## config.mk

```make
export PLATFORM = sky130hd
export DESIGN_NAME = evm_display_scheduler
export DESIGN_NICKNAME = d
export VERILOG_FILES = /design/src/rtl/evm_pkg.sv /design/src/rtl/evm_tick_gen.sv /design/src/rtl/evm_display_scheduler.sv
export SDC_FILE = /design/constraint.sdc
export NUM_CORES = 1
export LEC_CHECK = 0
export BUFFER_PORTS_ARGS = -buffer_cell sky130_fd_sc_hd__buf_2
export CORE_ASPECT_RATIO = 0.8
export CORE_MARGIN = 3
export CORE_UTILIZATION = 25
export DETAILED_ROUTE_END_ITERATION = 10
export GPL_TIMING_DRIVEN = 0
export HOLD_SLACK_MARGIN = 0.12
export PLACE_DENSITY = 0.5
export SLEW_MARGIN = 25
export SYNTH_ARGS = -nofsm -noshare
export SYNTH_HDL_FRONTEND = slang
export SYNTH_HIERARCHICAL = 1
export SYNTH_SLANG_ARGS = --single-unit
```

## constraint.sdc

```tcl
create_clock -name clk -period 9.85 [get_ports clk]
set_input_delay 1.97 -clock clk [delete_from_list [all_inputs] [get_ports clk]]
set_output_delay 1.97 -clock clk [all_outputs]
set_load 0.005 [all_outputs]
```

## src/rtl/evm_pkg.sv

```systemverilog
// Shared types and constants for the voting-machine display scheduler.
// Holds the scheduler state encoding and the blank/off display codes.
package evm_pkg;

    typedef enum logic [1:0] {
        IDLE = 2'd0,
        SHOW = 2'd1,
        HOLD = 2'd2
    } state_t;

    localparam logic [6:0] SEG_BLANK = 7'h7F;
    localparam logic [1:0] AN_OFF    = 2'b11;
    localparam int         CAND_W    = 2;

endpackage

```

## src/rtl/evm_tick_gen.sv

```systemverilog
// Modulo-N counter with synchronous clear and count enable.
// tick is high during the enabled cycle in which the count sits at N-1.
module evm_tick_gen #(
    parameter int N = 2
) (
    input  logic clk,
    input  logic rst_n,
    input  logic clr,
    input  logic en,
    output logic tick
);

    localparam int W = (N > 1) ? $clog2(N) : 1;

    logic [W-1:0] cnt;
    logic         at_end;

    assign at_end = (cnt == W'(N - 1));
    assign tick   = en && at_end;

    always_ff @(posedge clk) begin
        if (!rst_n || clr) begin
            cnt <= '0;
        end else if (en) begin
            cnt <= at_end ? '0 : cnt + W'(1);
        end
    end

endmodule

```

## src/rtl/evm_display_scheduler.sv

```systemverilog
// Rotates per-candidate vote counts onto the shared two-digit decoder and
// scans the decoder's ones/tens segments onto one common-anode bus.
module evm_display_scheduler
    import evm_pkg::*;
#(
    parameter int NUM_CAND     = 4,
    parameter int DWELL_CYCLES = 50_000_000,
    parameter int SCAN_CYCLES  = 50_000
) (
    input  logic                  clk,
    input  logic                  rst_n,
    input  logic                  enable,
    input  logic [4*NUM_CAND-1:0] votes_flat,
    input  logic                  hold_req,
    input  logic [CAND_W-1:0]     hold_sel,
    input  logic [6:0]            led1,
    input  logic [6:0]            led2,
    output logic [3:0]            dec_votes,
    output logic [CAND_W-1:0]     cand_idx,
    output logic [NUM_CAND-1:0]   cand_led,
    output logic [6:0]            seg,
    output logic [1:0]            an,
    output logic                  rot_tick,
    output state_t                dbg_state
);

    state_t                state, nxt_state;
    logic                  digit, nxt_digit;
    logic [CAND_W-1:0]     nxt_idx, hold_idx, adv_idx;
    logic                  nxt_rot;
    logic [3:0]            nxt_votes;
    logic [NUM_CAND-1:0]   nxt_led;
    logic                  dwell_en, dwell_tick;
    logic                  scan_en, scan_tick;

    // Dwell only runs in uninterrupted SHOW; any hold request or state change
    // clears it, so the count restarts from 0 after leaving HOLD.
    assign dwell_en = enable && (state == SHOW) && !hold_req;
    assign scan_en  = enable && (state != IDLE);

    evm_tick_gen #(.N(DWELL_CYCLES)) u_dwell (
        .clk   (clk),
        .rst_n (rst_n),
        .clr   (!dwell_en),
        .en    (dwell_en),
        .tick  (dwell_tick)
    );

    evm_tick_gen #(.N(SCAN_CYCLES)) u_scan (
        .clk   (clk),
        .rst_n (rst_n),
        .clr   (!scan_en),
        .en    (scan_en),
        .tick  (scan_tick)
    );

    assign hold_idx = (int'(hold_sel) >= NUM_CAND) ? CAND_W'(NUM_CAND - 1) : hold_sel;
    assign adv_idx  = (int'(cand_idx) == NUM_CAND - 1) ? '0 : cand_idx + CAND_W'(1);

    always_comb begin
        nxt_state = state;
        nxt_idx   = cand_idx;
        nxt_digit = digit;
        nxt_rot   = 1'b0;
        if (!enable) begin
            nxt_state = IDLE;
            nxt_idx   = '0;
            nxt_digit = 1'b0;
        end else begin
            case (state)
                IDLE: begin
                    nxt_state = SHOW;
                    nxt_idx   = '0;
                    nxt_digit = 1'b0;
                end
                SHOW: begin
                    if (scan_tick) nxt_digit = !digit;
                    if (hold_req) begin
                        nxt_state = HOLD;
                        nxt_idx   = hold_idx;
                    end else if (dwell_tick) begin
                        nxt_idx = adv_idx;
                        nxt_rot = 1'b1;
                    end
                end
                HOLD: begin
                    if (scan_tick) nxt_digit = !digit;
                    if (hold_req) nxt_idx = hold_idx;
                    else          nxt_state = SHOW;
                end
                default: begin
                    nxt_state = IDLE;
                    nxt_idx   = '0;
                    nxt_digit = 1'b0;
                end
            endcase
        end
    end

    // Count and indicator come from the next index so they land on the same
    // edge as cand_idx itself.
    always_comb begin
        nxt_votes = '0;
        nxt_led   = '0;
        for (int k = 0; k < NUM_CAND; k++) begin
            if (nxt_idx == CAND_W'(k)) begin
                nxt_votes  = votes_flat[4*k +: 4];
                nxt_led[k] = 1'b1;
            end
        end
    end

    always_ff @(posedge clk) begin
        if (!rst_n) begin
            state     <= IDLE;
            cand_idx  <= '0;
            digit     <= 1'b0;
            rot_tick  <= 1'b0;
            dec_votes <= '0;
            cand_led  <= '0;
            an        <= AN_OFF;
        end else begin
            state     <= nxt_state;
            cand_idx  <= nxt_idx;
            digit     <= nxt_digit;
            rot_tick  <= nxt_rot;
            dec_votes <= (nxt_state == IDLE) ? 4'd0 : nxt_votes;
            cand_led  <= (nxt_state == IDLE) ? '0 : nxt_led;
            an        <= (nxt_state == IDLE) ? AN_OFF : (nxt_digit ? 2'b01 : 2'b10);
        end
    end

    assign seg       = (state == IDLE) ? SEG_BLANK : (digit ? led2 : led1);
    assign dbg_state = state;

endmodule

```

* Word level (Yosys, flattened, before mapping)
Index checks and enable logic that the tools add are counted.
** Cells by class
- Reductions and logical operators :: 19
- Add/sub/neg operators :: 3
- Muxes and demuxes :: 27
- Equality and inequality tests :: 8
- Bitwise operators :: 3
** Operator list (number)
- $add 26x1->26 const B :: 1
- $eq 26x26->1 const B :: 1
- $mux 26 :: 1
- $mux 2 :: 9
- $add 16x1->16 const B :: 1
- $eq 16x16->1 const B :: 1
- $mux 16 :: 1
- $mux 4 :: 4
- $mux 7 :: 2
- $mux 1 :: 8
- $eq 2x1->1 const B :: 3
- $eq 2x2->1 const B :: 3
- $logic_not 2->1 :: 3
- $pmux 2 s3 :: 1
- $logic_and 1x1->1 :: 5
- $logic_not 1->1 :: 5
- $pmux 2 s2 :: 1
- $reduce_or 2->1 :: 2
- $reduce_or 4->1 :: 1
- $not 1->1 :: 3
- $add 2x1->2 const B :: 1
- $logic_or 1x1->1 :: 2
- $reduce_bool 2->1 :: 1
** Storage, ports and cells
- Register bits :: 58
- Output and inout bits :: 22
- Bits of input ports :: 36
- Logic and storage cells :: 69

* Depth between registers and ports, before layout
- Depth after elaboration :: 13
- Gate-level depth with buffers :: 16
- Mapped depth without buffers :: 13

* Hierarchy
The synthesis kept the hierarchy.
** Modules (own cells, without submodules)
- evm_tick_gen at u_dwell :: cells an instance 161, sequential area each 520.5 µm², area an instance 1332.5 µm², times used 1
- evm_display_scheduler :: cells an instance 100, sequential area each 320.3 µm², area an instance 913.4 µm², times used 1
- evm_tick_gen at u_scan :: cells an instance 84, sequential area each 320.3 µm², area an instance 760.7 µm², times used 1

* Worst setup path after synthesis
Ideal clock, no wire load.
- Kind :: in2reg
- From :: input hold_req
- To :: register dec_votes[0]
- Buffers on the path :: 3
- Setup time :: 0.123 ns
- Data required time :: 9.727 ns
- Setup slack :: 5.299 ns
- Cell stages on the path :: 12
- Arrival :: 4.428 ns
- Path through :: buf_6 or2_2 inv_1 buf_2 nand3_1 or2_2 nor4_1 a311oi_1 a2111oi_4 buf_6 mux2i_1 o22ai_1
** Between the ends
- Longest elaborated chain between the ends :: 12
- Elaborated cells between the ends (all ways) :: 22
- Classes of those cells :: 3 x eq/ne; 13 x mux; 6 x reduce/logical
** RTL lines
- start, declared :: line evm_display_scheduler.sv:14 : input logic hold_req,
- $logic_not 1->1 * :: line evm_display_scheduler.sv:38 : assign dwell_en = enable && (state == SHOW) && !hold_req;
- $logic_and 1x1->1 * :: line evm_display_scheduler.sv:38
- named net dwell_en :: line evm_display_scheduler.sv:33 : logic dwell_en, dwell_tick;
- $logic_and 1x1->1 * :: line evm_tick_gen.sv:19 : assign tick = en && at_end;
- named net dwell_tick :: line evm_display_scheduler.sv:33
- $mux 2 * :: line evm_display_scheduler.sv:81 : end else if (dwell_tick) begin
- $mux 2 * :: line evm_display_scheduler.sv:78 : if (hold_req) begin
- $pmux 2 s2 * :: line evm_display_scheduler.sv:70 : case (state)
- $mux 2 * :: line evm_display_scheduler.sv:65 : if (!enable) begin
- $logic_not 2->1 :: line evm_display_scheduler.sv:106 : if (nxt_idx == CAND_W'(k)) begin
- $mux 4 (3 in series) :: line evm_display_scheduler.sv:106
- $mux 4 * :: line evm_display_scheduler.sv:106
- end signal, assigned :: line evm_display_scheduler.sv:127 : dec_votes <= (nxt_state == IDLE) ? 4'd0 : nxt_votes;
- end, declared :: line evm_display_scheduler.sv:18 : output logic [3:0] dec_votes,
The timed path passes the listed nets; every way through them passes the cells marked *.
A chain may end at the register's enable or synchronous reset.

* Worst setup path after layout
- From :: input enable
- To :: register dec_votes[0]
** Between the ends
- Longest elaborated chain between the ends :: 12
- Elaborated cells between the ends (all ways) :: 18
- Classes of those cells :: 3 x eq/ne; 9 x mux; 6 x reduce/logical
** RTL lines
- start, declared :: line evm_display_scheduler.sv:12 : input logic enable,
- $logic_and 1x1->1 * (2 in series) :: line evm_display_scheduler.sv:38
- named net dwell_en :: line evm_display_scheduler.sv:33
- $logic_and 1x1->1 * :: line evm_tick_gen.sv:19
- named net dwell_tick :: line evm_display_scheduler.sv:33
- $mux 2 * :: line evm_display_scheduler.sv:81
- $mux 2 * :: line evm_display_scheduler.sv:78
- $pmux 2 s2 * :: line evm_display_scheduler.sv:70
- $mux 2 * :: line evm_display_scheduler.sv:65
- $logic_not 2->1 :: line evm_display_scheduler.sv:106
- $mux 4 (3 in series) :: line evm_display_scheduler.sv:106
- $mux 4 * :: line evm_display_scheduler.sv:106
Marked as above.

==> flow_summary.toml <==
[synthesis]
synthAdderAreaFrac = 0.0291
synthCells = 345
yosysUniqueCellTypes = 51
yosys.area_share.simple = 0.302
synth-seq-cells = 58
yosysWarnings = 6
synth_top_family_by_area = "simple AND/OR/NAND/NOR gates"
syn-cell-area_sq_mm = 0.00301
syn_area_per_cell_sq_um = 8.71
synth_seq_area_share = 0.386
synthArstFlopShare = 0
synth_edf_count = 0
synth_xor_area_frac = 0.0787
ys.flop_type = "dfxtp_1"
syn_nets = 388
muxShareOfSynthArea = 0.0333
synth_compound_area_frac = 0.128

[pwr]
combPwrFrac = 0.046
p_sw_w = 0.000123
p_leak_nw = 1.32
ir_worst_vdd_mv = 0.0757
power.total_w = 0.000607
p_int_w = 0.000484
cellPowerDensity_mw_per_mm2 = 160
sw_frac_of_total = 0.203
seqPwrFrac = 0.391
clkPwrFrac = 0.563

[worst_setup_path]
timing.rr.end = "dec_votes[0]"
critPathKind = "primary input to register"
rr_worst_depth = 14
end_kind = "register"
crit_arrival_ns = 5.07
rr_startpoint = "dbg_state[0]"
critPathRequiredTime_ns = 10.06
ff2ff_setup_slack_ns = 5.90
startpoint_type = "primary input"
cp_max_fo = 10

[floorplan]
core_sq_mm = 0.0116
die_area_sq_mm = 0.0134
die_h_um = 104
start_util = 0.258
pin_count = 58
rows = 35
die_w_um = 129

[cts]
root_buffer = "clkbuf_16"
cts_tree = "built"
cts_resized = 0
cts_buffers = 9
cts_setup_buffers = 0
cts_num_sinks = 58
htree_levels = 3
cts_hold_buf = 0
insertion_delay_ns = 0.33
clk_path_buf_depth = 2
clk_pin_slew_ns = 0.05

[global_routing]
grt_overflow = 0
grt_max_degree = 11
grt_pass1_wl_um = 12000
first_global_vias = 2551
antenna_found_initial = 0
track_usage = 0.111

[sta]
final.setup_skew_ns = 0.00752
post-route-period-util = 0.493
slew_headroom = 0.388
slew_viol_final = 0
tns_ns = 0
max_freq_mhz = 206
tightest_slew_ns = 0.910
rsz0062_at_grt = "no"
setup_viol = 0
period_needed_ns = 4.85
hold_viol_final = 0

[detailed_routing]
drt_wl_total_um = 7220
via_per_inst = 4.74
drtPass1Iterations = 6
vias = 2676
antenna_left = 0
wl_per_cell_um = 12.8
drt_iter0_drc = 114
drc = 0

[place]
gp_congestion = 0.744
portBuffers = 56
hpwl_um = 5320

[hold_path]
hold_end = "u_dwell/cnt[22]"
hold_path_class = "register to register"
min_delay_path_depth = 2
hp-start = "u_dwell/cnt[22]"

[finish]
area.growth.synth_to_final_pct = 26.4
antennaDiodeCount = 0
multi_input_area_sq_mm = 0.00172
layout-drive-gt1-share = 0.216
mostFrequentLayoutCell = "buf_2"
mostFrequentLayoutCells = "62 x buf_2, 58 x dfxtp_1, 39 x nor2_1"
register_area_sq_mm = 0.00116
final_nets = 455
nFillCells = 1213

[job]
maxCapViolations = 0

[outcome]
status = "complete, no violations"
## metrics by stage
step / util / instances / hold WS (ns) / instance area, sq um / worst slack, ns
after floorplan: - / 345 / 0.447 / 3010 / 5.30
after global placement: 0.298 / 549 / 0.461 / 3470 / 4.76
after detailed placement: 0.298 / 549 / 0.470 / 3470 / 4.68
after CTS: 0.326 / 564 / 0.482 / 3800 / 5.02
after global routing: 0.326 / 564 / 0.494 / 3800 / 4.63
final: 0.326 / 564 / 0.477 / 3800 / 5.00
## power by group through the flow
stage                     clock network [W]  logic [W]  registers (W)
after detailed placement                  0  0.0000280       0.000243
after CTS                          0.000350  0.0000282       0.000238
after floorplan                           0  0.0000148       0.000243
final                              0.000342  0.0000277       0.000238
after global routing               0.000360  0.0000314       0.000238
after global placement                    0  0.0000276       0.000243
## how the worst max path moves through the flow
stage              from           end  cells past startpoint
2_1_floorplan  hold_req  dec_votes[0]                     12
3_3_place_gp     enable  dec_votes[1]                     13
3_5_place_dp     enable  dec_votes[0]                     13
4_1_cts          enable  dec_votes[0]                     13
5_1_grt          enable  dec_votes[0]                     13
6_report         enable  dec_votes[0]                     13
## state kept, by name, summed over array words and instances (netlist names)
register	cells
dec_votes	4
dbg_state	2
an	2
rot_tick	1
u_dwell/cnt	26
cand_led	4
digit	1
cand_idx	2
u_scan/cnt	16
## worst max-delay path: stages
cell and delay, ns:
buf_2 0.12, nand2_1 0.05, or2_2 0.29, inv_1 0.08
buf_2 0.20, nand3_1 0.11, or2_2 0.31, nor4_1 0.80
a311oi_1 0.28, a2111oi_4 0.33, buf_6 0.22, mux2i_1 0.22
o22ai_1 0.09
## synthesized netlist by cell type (7+ instances only)
cell type / n / area, sq um
a211o_1: 7 / 61.3
xnor2_1: 15 / 131
xor2_1: 12 / 105
o21ai_0: 8 / 40.0
mux2i_1: 10 / 100
or3_1: 7 / 43.8
nand2_1: 24 / 90.1
nor2b_1: 9 / 56.3
nor4_1: 8 / 50.1
dfxtp_1: 58 / 1160
ha_1: 7 / 87.6
inv_1: 10 / 37.5
or4_1: 9 / 67.6
nand3_1: 17 / 85.1
a21oi_1: 15 / 75.1
nor3_1: 7 / 35.0
nand4_1: 11 / 68.8
nor2_1: 39 / 146
## kinds of logic (layout without fill, tap and decap cells)
kind of cell / count (synthesis) / count (layout)
adder cells (fa/ha/maj): 7 / 7
AND/OR/NAND/NOR: 165 / 165
flip-flops: 58 / 58
AO/OA/AOI/OAI: 53 / 53
multiplexers: 10 / 10
buffers and inverters: 25 / 96
XOR/XNOR: 27 / 27
## final cells by class
type | count | area share
clock buffer | 11 | 0.0665
tap | 148 | 0.0487
timing repair buffer | 56 | 0.0738
buffer | 15 | 0.0237
sequential | 58 | 0.306
inverter | 10 | 0.00988
multi-input combinational | 262 | 0.452
clock inverter | 4 | 0.0198
## routing by layer
metal / vias up / wire length (um) / global-route usage
li1: 1385 / - / -
met1: 1248 / 3720 / 0.148
met2: 37 / 3150 / 0.160
met3: 6 / 250 / 0.0431
met4: 0 / 102 / 0.0405
met5: - / 0 / 0
Note: power is estimated with default switching activity, not from simulation.
